### src/rtl/ps2_pkg.sv
// Shared types and constants for the PS/2 device-to-host receiver.
package ps2_pkg;

  typedef enum logic [1:0] {
    IDLE,
    DATA,
    PARITY,
    STOP
  } state_t;

  localparam int unsigned DATA_BITS   = 8;
  localparam logic        START_LEVEL = 1'b0;
  localparam logic        STOP_LEVEL  = 1'b1;

  localparam int unsigned DEF_FILTER_LEN = 8;
  localparam int unsigned DEF_TIMEOUT    = 100000;

endpackage

### src/rtl/ps2_filter.sv
// Two-flop synchroniser followed by a counter glitch filter for one PS/2 pin.
module ps2_filter
  import ps2_pkg::*;
#(
  parameter int unsigned FILTER_LEN = DEF_FILTER_LEN
) (
  input  logic clock,
  input  logic resetn,
  input  logic din,
  output logic level
);

  localparam int unsigned CW = (FILTER_LEN > 1) ? $clog2(FILTER_LEN) : 1;

  logic [1:0]    sync;
  logic [CW-1:0] cnt;

  // cnt holds how many consecutive opposite samples precede the current one,
  // so the level flips on the FILTER_LEN-th and the counter can never wrap.
  always_ff @(posedge clock or negedge resetn) begin
    if (!resetn) begin
      sync  <= '1;
      cnt   <= '0;
      level <= 1'b1;
    end else begin
      sync <= {sync[0], din};
      if (sync[1] != level) begin
        if (cnt >= CW'(FILTER_LEN - 1)) begin
          level <= sync[1];
          cnt   <= '0;
        end else begin
          cnt <= cnt + 1'b1;
        end
      end else begin
        cnt <= '0;
      end
    end
  end

endmodule

### src/rtl/ps2_rx.sv
// PS/2 device-to-host receiver: filters the pins, deserialises 11-bit frames.
// Define PS2_PARITY_CHECK_EN to reject frames failing odd parity.
module ps2_rx
  import ps2_pkg::*;
#(
  parameter int unsigned FILTER_LEN = DEF_FILTER_LEN,
  parameter int unsigned TIMEOUT    = DEF_TIMEOUT
) (
  input  logic       clock,
  input  logic       resetn,
  input  logic       ps2_clk,
  input  logic       ps2_dat,
  output logic [7:0] ps2_data,
  output logic       ps2_hit,
  output logic       ps2_err
);

  localparam int unsigned TW = (TIMEOUT > 1) ? $clog2(TIMEOUT) : 1;

  logic          clk_f;
  logic          dat_f;
  logic          clk_prev;
  logic          fall;
  logic          expire;
  logic          parity_ok;
  logic          hit_next;
  logic          err_next;
  state_t        state;
  state_t        state_next;
  logic [2:0]    bitcnt;
  logic [7:0]    shreg;
  logic [TW-1:0] tcnt;

  ps2_filter #(.FILTER_LEN(FILTER_LEN)) u_clk_filter (
    .clock  (clock),
    .resetn (resetn),
    .din    (ps2_clk),
    .level  (clk_f)
  );

  ps2_filter #(.FILTER_LEN(FILTER_LEN)) u_dat_filter (
    .clock  (clock),
    .resetn (resetn),
    .din    (ps2_dat),
    .level  (dat_f)
  );

  assign fall = clk_prev & ~clk_f;
  // A fall in the expiry cycle wins over the timeout.
  assign expire = (state != IDLE) && (tcnt == TW'(TIMEOUT - 1)) && !fall;

`ifdef PS2_PARITY_CHECK_EN
  logic par_bit;

  always_ff @(posedge clock or negedge resetn) begin
    if (!resetn)                      par_bit <= 1'b0;
    else if (fall && state == PARITY) par_bit <= dat_f;
  end

  assign parity_ok = ^{shreg, par_bit};
`else
  assign parity_ok = 1'b1;
`endif

  always_ff @(posedge clock or negedge resetn) begin
    if (!resetn) state <= IDLE;
    else         state <= state_next;
  end

  always_comb begin
    state_next = state;
    if (fall) begin
      unique case (state)
        IDLE:   if (dat_f == START_LEVEL) state_next = DATA;
        DATA:   if (bitcnt == 3'(DATA_BITS - 1)) state_next = PARITY;
        PARITY: state_next = STOP;
        STOP:   state_next = IDLE;
        default: state_next = IDLE;
      endcase
    end else if (expire) begin
      state_next = IDLE;
    end
  end

  always_comb begin
    hit_next = 1'b0;
    err_next = expire;
    if (fall && state == STOP) begin
      if (dat_f == STOP_LEVEL && parity_ok) hit_next = 1'b1;
      else                                  err_next = 1'b1;
    end
  end

  always_ff @(posedge clock or negedge resetn) begin
    if (!resetn) begin
      clk_prev <= 1'b1;
      tcnt     <= '0;
      bitcnt   <= '0;
      shreg    <= '0;
      ps2_data <= '0;
      ps2_hit  <= 1'b0;
      ps2_err  <= 1'b0;
    end else begin
      clk_prev <= clk_f;
      ps2_hit  <= hit_next;
      ps2_err  <= err_next;
      if (fall || state == IDLE) tcnt <= '0;
      else if (tcnt != '1)       tcnt <= tcnt + 1'b1;
      if (fall && state == IDLE) bitcnt <= '0;
      else if (fall && state == DATA) begin
        bitcnt <= bitcnt + 1'b1;
        shreg  <= {dat_f, shreg[7:1]};
      end
      if (hit_next) ps2_data <= shreg;
    end
  end

endmodule

### config.mk
export PLATFORM = sky130hd
export DESIGN_NAME = ps2_rx
export DESIGN_NICKNAME = d
export VERILOG_FILES = /design/src/rtl/ps2_pkg.sv /design/src/rtl/ps2_filter.sv /design/src/rtl/ps2_rx.sv
export SDC_FILE = /design/constraint.sdc
export NUM_CORES = 1
export LEC_CHECK = 0
export BUFFER_PORTS_ARGS = -buffer_cell sky130_fd_sc_hd__buf_4
export CORE_MARGIN = 1.5
export CORE_UTILIZATION = 50
export DETAILED_ROUTE_END_ITERATION = 7
export HOLD_SLACK_MARGIN = 0.05
export PLACE_DENSITY_LB_ADDON = 0.3
export REMOVE_ABC_BUFFERS = 1
export SLEW_MARGIN = 20
export SYNTH_ARGS = -nofsm -noshare
export SYNTH_HDL_FRONTEND = slang
export SYNTH_SLANG_ARGS = --single-unit
### constraint.sdc
create_clock -name clock -period 2.2 [get_ports clock]
set_input_delay 0.44 -clock clock [delete_from_list [all_inputs] [get_ports clock]]
set_output_delay 0.44 -clock clock [all_outputs]
set_load 0.02 [all_outputs]
# Word level (Yosys, flattened, before mapping)
# Index checks and enable logic that the tools add are counted.
[word_totals]
ff_bits = 53
output_inout_bits = 10
[classes]
addsub = 4
n_lt_le_gt_ge = 2
eq_ne = 10
n_mux = 17
bitwise = 3
n_reduce_logical = 16
[op_table]
columns = ["operator", "count"]
rows = [
  ["2-to-1 mux 17 bit", 2],
  ["2-to-1 mux 3 bit", 6],
  ["adder 17 x 1 -> 17 bit (second input constant)", 1],
  ["== test 17 bit (second input constant)", 1],
  ["!= test 17 bit (second input constant)", 1],
  ["adder 3 x 1 -> 3 bit (second input constant)", 3],
  ["2-to-1 mux 2 bit", 4],
  ["one-hot mux 2 bit (4 select lines)", 1],
  ["nonzero test 2 bit", 4],
  ["greater-or-equal comparator 3 bit (second input constant)", 2],
  ["!= test 3 bit (second input constant)", 2],
  ["AND reduction 2 bit", 3],
  ["logical AND 1 bit", 5],
  ["== test 2 bit (second input constant)", 2],
  ["2-to-1 mux 1 bit", 4],
  ["== test 3 bit (second input constant)", 1],
  ["AND reduction 3 bit", 1],
  ["== test 2 x 1 -> 1 bit (second input constant)", 1],
  ["zero test 2 bit", 1],
  ["!= test 1 bit", 2],
  ["inverter 1 bit", 2],
  ["AND 1 bit", 1],
  ["zero test 1 bit", 1],
  ["logical OR 1 bit", 1],
]

# Depth between registers and ports, before layout
# Gate-level depths: netlist of the first run.
[logic_depth]
word_depth = 6
depth_mapped = 10
depth_no_buf = 9

# Cells and area by module
# A second synthesis of the first run with hierarchy kept.
[unflattened]
hier_cells = 195
hier_area_um2 = 2386.0
[modules_own_cells]
columns = ["module", "instances", "cells_per_inst", "area_each_um2", "seq_area_each_um2"]
rows = [
  ["ps2_rx", 1, 165, 1913.1, 1027.2],
  ["ps2_filter", 2, 15, 236.5, 153.9],
]

# Worst setup path after synthesis of the first run
# OpenSTA, ideal clock, no wires.
[synth_timing]
path_kind = "reg-to-reg"
start = "reg tcnt[0]"
end = "reg tcnt[11]"
setup_ns = 0.078
t_arrival_ns = 2.203
t_required_ns = 2.122
path_slack_ns = -0.081
stages_incl_launch_ff = 11
n_path_buf = 1
synth_period_minus_slack_ns = 2.281
path_cell_list = "dfrtp_1 -> ha_1 -> nand2_1 -> nor3_1 -> and3_1 -> ha_1 -> buf_6 -> nor2b_4 -> a211o_1 -> or4_1 -> a21oi_1"
[synth_between]
elab_chain_len = 3
[synth_rtl]
columns = ["item", "line", "source"]
rows = [
  ["start, declared", "ps2_rx.sv:32", "logic [TW-1:0] tcnt;"],
  ["start signal, assigned", "ps2_rx.sv:108", "else if (tcnt != '1) tcnt <= tcnt + 1'b1;"],
  ["adder 17 x 1 -> 17 bit", "ps2_rx.sv:108", ""],
  ["2-to-1 mux 17 bit", "ps2_rx.sv:108", ""],
  ["2-to-1 mux 17 bit", "ps2_rx.sv:107", "if (fall || state == IDLE) tcnt <= '0;"],
]
# Parallel ways exist; a longest one is shown, timed or not. The select of a mux whose other input is x is not followed.
# A chain may end at the register's enable or synchronous reset.

# Worst setup path in the final report of the first run
[layout_timing]
start = "reg tcnt[1]"
end = "reg tcnt[11]"
# The elaborated chain is that of the path after synthesis.

==> results_dict.tcl, run 1 <==
set metrics [dict create \
    status "completed" \
    synth_mux_area_share_pct 10.8 \
    crit_fanout 5 \
    clockBufferDepth 2 \
    dr.first_iter.drc_count 67 \
    antenna_cells 0 \
    dp.cells 298 \
    drc_errors 0 \
    ff2ff_setup_slack_ns 0.005 \
    worst_pin_slew_ns 0.636 \
    ys_async_sr_fraction_pct 100 \
    max_freq_ghz 0.456 \
    rsz0062_at_grt "yes" \
    slew_headroom_pct 57.6 \
    globalRoute.totalOverflow 0 \
    setup-tns-final_ns 0 \
    yosysSeqAreaShare_pct 54.6 \
    r2r_end "tcnt[11]" \
    max_cap_violations 0 \
    globalplace.congestion 0.825 \
    layout_common_cells "dfrtp_1, buf_4, mux2_2" \
    ys_ff_latch 53 \
    end_kind "flop" \
    synth_top_area_share_pct 47.1 \
    die_h_um 72.9 \
    critical_path_class "flop to flop" \
    via_count 1642 \
    core_area_sq_mm 0.00472 \
    grt_pass1_vias 1678 \
    min_period_over_period_pct 99.8 \
    cts_max_level 2 \
    dp_hpwl_um 2960 \
    synth.distinct_cells 42 \
    synth_area_per_cell_sq_um 11.9 \
    antenna_found_initial 0 \
    worstSkewPairLatency_ns 0.31 \
    ios 14 \
    drive_gt1_share_pct 32.0 \
    clockRootBuffer "clkbuf_8" \
    antenna_left 0 \
    reg2reg_depth 9 \
    portBuffers 13 \
    wl_per_cell_um 13.9 \
    synth-compound-area-share_pct 7.32 \
    skew_ns 0.00991 \
    clk_pin_slew_ns 0.09 \
    required_ns 2.44 \
    setup_ws_ns 0.00517 \
    post-place-ws_ns -0.0365 \
    drt_pass1_iterations 4 \
    start_kind "flop" \
    yosysWarnings 0 \
    syn_area_sq_mm 0.00244 \
    synth_edf_count 0 \
    routed_wl_um 4290 \
    synth_cells 205 \
    vias_per_cell 5.33 \
    power.leakage_nw 1.37 \
    fin_nets 256 \
    synth_area_leaders "dfrtp_1, mux2_2, dfstp_2" \
    initial_core_util_pct 51.7 \
    r2r-start "tcnt[1]" \
    grt_max_degree 54 \
    setup-violations-final 0 \
    cts_buffers 5 \
    synth-simple-area-share_pct 15.4 \
    period_needed_ns 2.19 \
    hold_path_class "primary input to async pin" \
    cts_tree "built" \
    area_growth_pct 16.7 \
    synth_flop_cell "dfrtp_1" \
    synth_top_family_by_area "simple AND/OR/NAND/NOR gates" \
    vdd_drop_max_mv 0.563 \
    yosys.area.top_type "dfrtp_1" \
    synthAdderAreaFrac_pct 6.14 \
    die_w_um 72.9 \
    drv_slew 0 \
    grt_usage_pct 18.0 \
    die_area_sq_mm 0.00532 \
    final_cells 308 \
    whs_ns 0.134 \
    hold_viol_final 0 \
    final_common_cell "dfrtp_1" \
    grt_pass1_wl_um 7360 \
    synth_xor_area_share_pct 3.23 \
    num_rows 25 \
    cp.arrival_ns 2.43 \
    powerDensity_mw_per_mm2 908 \
    clock_sinks 53 \
]
-- cell families after synthesis --
family,count (synthesis)
and+or+nand+nor,69
DFF,53
AOI/OAI and AO/OA,26
muxes,24
buffers and inverters,12
adders and majority gates,12
xor gates and xnor gates,9
-- area by class of cell --
cell class / count / area (sq um)
Timing Repair Buffer: 33 / 248
Tap cell: 67 / 83.8
Fill cell: 389 / 1870
Sequential cell: 53 / 1340
Clock inverter: 2 / 13.8
Inverter: 7 / 26.3
Multi-Input combinational cell: 140 / 1070
Clock buffer: 6 / 72.6
-- flip-flops by register name, summed over array words and instances (netlist names) --
name / flops
clk_prev: 1
tcnt: 17
ps2_hit: 1
u_clk_filter.cnt: 3
state: 2
u_dat_filter.level: 1
bitcnt: 3
ps2_data: 8
shreg: 8
u_clk_filter.sync: 2
u_clk_filter.level: 1
u_dat_filter.sync: 2
u_dat_filter.cnt: 3
ps2_err: 1
-- worst max-delay path: stages (launching register included) --
cell and delay [ns]:
dfrtp_1 0.39, ha_2 0.20, nand2_2 0.08, nor3_2 0.04, and3_1 0.19, ha_2 0.18, nor2b_4 0.14, a211o_1 0.34
or4_4 0.43, a21oi_2 0.14
-- report_power, final --
part	internal (mW)	switching, mW	total (mW)
combinational	0.342	0.420	0.762
clock	0.227	0.317	0.544
sequential	1.15	0.137	1.28
-- cells in the mapped netlist (all sizes together) (2+ instances only) --
cell and n:
a2111oi 2, nor2 15, a31oi 5, nor3 6, nand4b 2, nand4 3, nand2b 3, dfstp 7
nor2b 5, o21ai 5, inv 7, clkbuf 2, ha 12, mux2 19, nand3 5, or3 4
nand2 15, xor2 3, buf 3, and2 4, dfrtp 46, a21oi 3, a211o 2, mux2i 5
a211oi 4, xnor2 6
-- through the flow --
stage          utilization, %  power, mW  area, sq um
2_1_floorplan               -       1.78         2410
3_3_place_gp             57.7       2.02         2730
3_5_place_dp             57.7       2.05         2730
4_1_cts                  59.6       2.60         2810
5_1_grt                  60.4       2.77         2850
6_report                 60.4       2.59         2850
-- worst max-delay path by stage --
stage | start | to | slack (ns) | depth (start not counted)
2_1_floorplan | tcnt[0] | tcnt[11] | -0.1 | 9
3_3_place_gp | tcnt[0] | tcnt[11] | 0.03 | 9
3_5_place_dp | tcnt[0] | tcnt[11] | -0.04 | 9
4_1_cts | tcnt[0] | tcnt[11] | 0.02 | 9
5_1_grt | tcnt[1] | tcnt[11] | -0.07 | 9
6_report | tcnt[1] | tcnt[11] | 0.005 | 9
-- what timing repair did --
item	4_1_cts	5_1_grt
endpoints found under the setup margin	1	7
pin swaps	2	4
hold buffers	0	0
gates resized for setup	1	7
buffers inserted	0	2
-- per-layer routing --
metal  vias up  share of wire (%)  GRT usage, %
met1       816                 47          23.7
met4         0                1.1          5.24
met3         7                2.9          4.56
met5         -                  0             0
li1        793                  -             -
met2        26                 49          29.8
Power figures use the tool's default switching activity.
==> run 2: changes to the inputs <==
Clock period 2.2 ns to 1.8 ns, I/O delays scaled along.
==> results_dict.tcl, run 2 (synthesized netlist as in run 1, its figures left out) <==
set metrics [dict create \
    grt_pass1_wl_um 7950 \
    layout_common_cells "buf_4, dfrtp_1, mux2_2" \
    die_w_um 72.9 \
    grt_usage_pct 19.5 \
    num_rows 25 \
    design_area_sq_mm 0.00320 \
    dp_hpwl_um 3170 \
    dr.first_iter.drc_count 122 \
    status "finished, violations left" \
    routed_wl_um 4890 \
    grt_max_degree 54 \
    grt_pass1_vias 1761 \
    globalplace.congestion 0.840 \
    die_area_sq_mm 0.00532 \
    final_cells 337 \
    required_ns 2.04 \
    clockBufferDepth 2 \
    fin_nets 285 \
    drc_errors 0 \
    globalRoute.totalOverflow 0 \
    largest_reg_flops 17 \
    path_delay_family "simple AND/OR/NAND/NOR gates" \
    dp.cells 317 \
    worstSkewPairLatency_ns 0.31 \
    die_h_um 72.9 \
    via_count 1794 \
    crit_path_top_delay_cell "dfrtp_1" \
    place_area_sq_mm 0.00287 \
    power.leakage_nw 1.53 \
    powerDensity_mw_per_mm2 1060 \
    max_cap_violations 0 \
    clock_sinks 53 \
    top_regs "tcnt: 17 flops, ps2_data: 8 flops, shreg: 8 flops" \
    crit_fanout 5 \
    setup_ws_ns -0.350 \
    post-place-ws_ns -0.406 \
    antenna_left 0 \
    worst_pin_slew_ns 0.670 \
    skew_ns 0.00764 \
    postLayoutCoreUtil_pct 67.7 \
    ios 14 \
    initial_core_util_pct 51.7 \
    portBuffers 13 \
    timing.critical_path.buf_inv 3 \
    core_area_sq_mm 0.00472 \
    vias_per_cell 5.32 \
    cts_max_level 2 \
    whs_ns 0.0828 \
    slowest_delay_ns 0.38 \
    antenna_found_initial 0 \
    critical_path_class "flop to flop" \
    antenna_cells 0 \
    drive_gt1_share_pct 43.7 \
    max_freq_ghz 0.465 \
    rsz0062_at_grt "yes" \
    cp_cell_sequence "ha_2 -> nand2_2 -> nor3_2 -> and3_1 -> ha_2 -> nor2b_4 -> buf_4 -> buf_6 -> a211oi_4 -> buf_4 -> a211o_1 -> nand2_1" \
    min_period_over_period_pct 119 \
    clk_pin_slew_ns 0.09 \
    setup-tns-final_ns -2.95 \
    clockRootBuffer "clkbuf_8" \
    cts_buffers 5 \
    wl_per_cell_um 14.5 \
    hold_path_class "primary input to async pin" \
    vdd_drop_max_mv 0.800 \
    p_total_mw 3.40 \
    area_growth_pct 30.9 \
    hold_viol_final 0 \
    top_register "tcnt" \
    final_common_cell "buf_4" \
    drt_pass1_iterations 4 \
    setup-violations-final 11 \
    slew_headroom_pct 55.3 \
    end_kind "flop" \
    cts_tree "built" \
    period_needed_ns 2.15 \
    start_kind "flop" \
    violations "setup timing" \
    cp.arrival_ns 2.39 \
    drv_slew 0 \
]
## run 2: what timing repair did
item	in CTS	in global routing
hold buffers	0	0
resized for setup	16	9
endpoints found under the hold margin	0	0
pin swaps	11	4
endpoints found under the setup margin	13	17
setup buffers	10	5
## run 2: worst reg2reg max path, delay by kind of cell (launching register included)
| kind | cells | cell delay (ns) |
|---|---|---|
| AOI/OAI and AO/OA | 2 | 0.31 |
| buffers and inverters | 3 | 0.38 |
| adders and majority gates | 2 | 0.39 |
| DFF | 1 | 0.38 |
| and+or+nand+nor | 5 | 0.63 |
## run 2: where the power goes
| part | switching, mW | total, mW | internal, mW |
|---|---|---|---|
| Clock | 0.386 | 0.741 | 0.356 |
| Sequential | 0.150 | 1.55 | 1.40 |
| Combinational | 0.573 | 1.11 | 0.533 |
| Total | 1.11 | 3.40 | 2.29 |
## run 2: path summary, 6_finish.rpt
path | start | to | slack (ns) | depth (start not counted)
min | resetn | tcnt[11] | 0.08 | 1
min reg2reg | u_dat_filter.sync[0] | u_dat_filter.sync[1] | 0.36 | 0
max in group asynchronous | resetn | ps2_data[1] | 1.27 | 1
max | tcnt[0] | tcnt[15] | -0.35 | 12
min in group clock | ps2_dat | u_dat_filter.sync[0] | 0.15 | 1
max reg2reg | tcnt[0] | tcnt[15] | -0.35 | 12
## run 2: per-layer routing
| metal | vias up | track usage [%] | share of wire, % | wire, um |
|---|---|---|---|---|
| met3 | 6 | 4.56 | 3.8 | 184 |
| li1 | 854 | - | - | - |
| met1 | 896 | 25.7 | 44 | 2170 |
| met2 | 38 | 32.2 | 51 | 2470 |
| met4 | 0 | 6.29 | 1.2 | 58 |
| met5 | - | 0 | 0 | 0 |
## run 2: final cells by class
class                   instances  area (sq um)
repair buffers                 62           482
multi-input cells             140          1170
fillers                       334          1530
well taps                      67          83.8
clock buffers                   7          96.3
flip-flops and latches         53          1340
clock inverters                 1          8.76
inverters                       7          26.3
==> run 3: changes to the inputs <==
Settings changed: ABC_CLOCK_PERIOD_IN_PS set to 1800, SETUP_SLACK_MARGIN set to 0.1, SLEW_MARGIN 20 to unset.
==> results_dict.tcl, run 3 (synthesized netlist as in run 1, its figures left out) <==
set metrics [dict create \
    cts_buffers 5 \
    skew_ns 0.00724 \
    vias_per_cell 5.34 \
    dp_hpwl_um 3170 \
    layout_common_cells "buf_4, dfrtp_1, mux2_2" \
    hold_viol_final 0 \
    violations "setup timing" \
    status "finished, violations left" \
    initial_core_util_pct 51.7 \
    slew_headroom_pct 55.9 \
    post-place-ws_ns -0.406 \
    top_regs "tcnt: 17 flops, ps2_data: 8 flops, shreg: 8 flops" \
    design_area_sq_mm 0.00328 \
    top_register "tcnt" \
    cts_tree "built" \
    clockBufferDepth 2 \
    core_area_sq_mm 0.00472 \
    die_area_sq_mm 0.00532 \
    antenna_left 0 \
    drv_slew 0 \
    critical_path_class "flop to flop" \
    num_rows 25 \
    grt_usage_pct 19.6 \
    max_freq_ghz 0.464 \
    routed_wl_um 5230 \
    grt_pass1_wl_um 7980 \
    start_kind "flop" \
    clock_sinks 53 \
    period_needed_ns 2.16 \
    grt_pass1_vias 1766 \
    worstSkewPairLatency_ns 0.31 \
    cp.arrival_ns 2.40 \
    place_area_sq_mm 0.00287 \
    power.leakage_nw 1.57 \
    cts_max_level 2 \
    clockRootBuffer "clkbuf_8" \
    r2r-start "tcnt[0]" \
    fin_nets 290 \
    worst_pin_slew_ns 0.662 \
    drc_errors 0 \
    min_period_over_period_pct 120 \
    setup_ws_ns -0.357 \
    critPathLaunch "tcnt[0]" \
    vdd_drop_max_mv 0.800 \
    grt_max_degree 54 \
    powerDensity_mw_per_mm2 1060 \
    final_cells 342 \
    antenna_cells 0 \
    required_ns 2.04 \
    die_w_um 72.9 \
    die_h_um 72.9 \
    cp_cell_sequence "ha_2 -> nand2_2 -> nor3_2 -> and3_1 -> ha_2 -> nor2b_4 -> buf_4 -> buf_6 -> a211oi_4 -> buf_4 -> a211o_1 -> nand2_1" \
    final_common_cell "buf_4" \
    crit_path_top_delay_cell "dfrtp_1" \
    max_cap_violations 0 \
    postCtsHoldBufs 0 \
    portBuffers 13 \
    globalplace.congestion 0.840 \
    setup-violations-final 16 \
    dr.first_iter.drc_count 133 \
    crit_fanout 5 \
    slowest_delay_ns 0.38 \
    hold_path_class "primary input to async pin" \
    wl_per_cell_um 15.3 \
    area_growth_pct 34.1 \
    antenna_found_initial 0 \
    ios 14 \
    largest_reg_flops 17 \
    via_count 1827 \
    rsz0062_at_grt "yes" \
    clk_pin_slew_ns 0.09 \
    globalRoute.totalOverflow 0 \
    drt_pass1_iterations 4 \
    drive_gt1_share_pct 47.3 \
    dp.cells 317 \
    end_kind "flop" \
]
[run 3: cell types whose count changed in the layout (fill, tap and decap cells not counted), sizes merged]
cell and delta:
buf +5
[run 3: worst paths after layout]
| check | to | slack, ns | cells past startpoint |
|---|---|---|---|
| worst max-delay path | tcnt[15] | -0.36 | 12 |
| worst min-delay path | tcnt[10] | 0.07 | 1 |
| worst max register to register | tcnt[15] | -0.36 | 12 |
| worst min register to register | u_dat_filter.sync[1] | 0.36 | 0 |
| max in group asynchronous | bitcnt[0] | 1.28 | 1 |
| min in group clock | u_dat_filter.sync[0] | 0.15 | 1 |
[run 3: metal layers]
metal	wire, um	part of all wire (%)	GRT usage, %
met5	0	0	0
met4	149	2.8	6.29
met3	196	3.7	4.56
met2	2620	50	32.3
met1	2260	43	25.8
[run 3: power by group]
group | internal [mW] | switching [mW]
sequential | 1.40 | 0.148
combinational | 0.572 | 0.611
clock | 0.356 | 0.393
total | 2.33 | 1.15
[run 3: layout make-up]
| class | count | area, sq um |
|---|---|---|
| repair buffers | 67 | 534 |
| well taps | 67 | 83.8 |
| inverters | 7 | 26.3 |
| flip-flops and latches | 53 | 1340 |
| clock buffers | 7 | 96.3 |
| multi-input cells | 140 | 1190 |
| fillers | 326 | 1450 |
| clock inverters | 1 | 8.76 |
[run 3: stage by stage]
step	TNS, ns	total power [mW]	hold slack, ns	utilization (%)
2_1_floorplan	-3.87	2.18	0.0644	-
3_3_place_gp	-2.29	2.55	0.346	60.7
3_5_place_dp	-2.85	2.60	0.349	60.7
4_1_cts	-2.47	3.41	0.106	66.4
5_1_grt	-4.67	3.70	0.129	69.4
6_report	-3.19	3.48	0.0671	69.4
[run 3: timing repair]
action	CTS	global route
gates resized for setup	22	15
pin swaps	11	5
setup endpoints to repair	19	28
buffers inserted	10	10
[run 3: critical path: cells and delay by family (launching register included)]
kind | cells | cell delay, ns
AO/OA/AOI/OAI | 2 | 0.31
adder cells (fa/ha/maj) | 2 | 0.38
buffers and inverters | 3 | 0.38
flip-flops | 1 | 0.38
AND/OR/NAND/NOR | 5 | 0.63
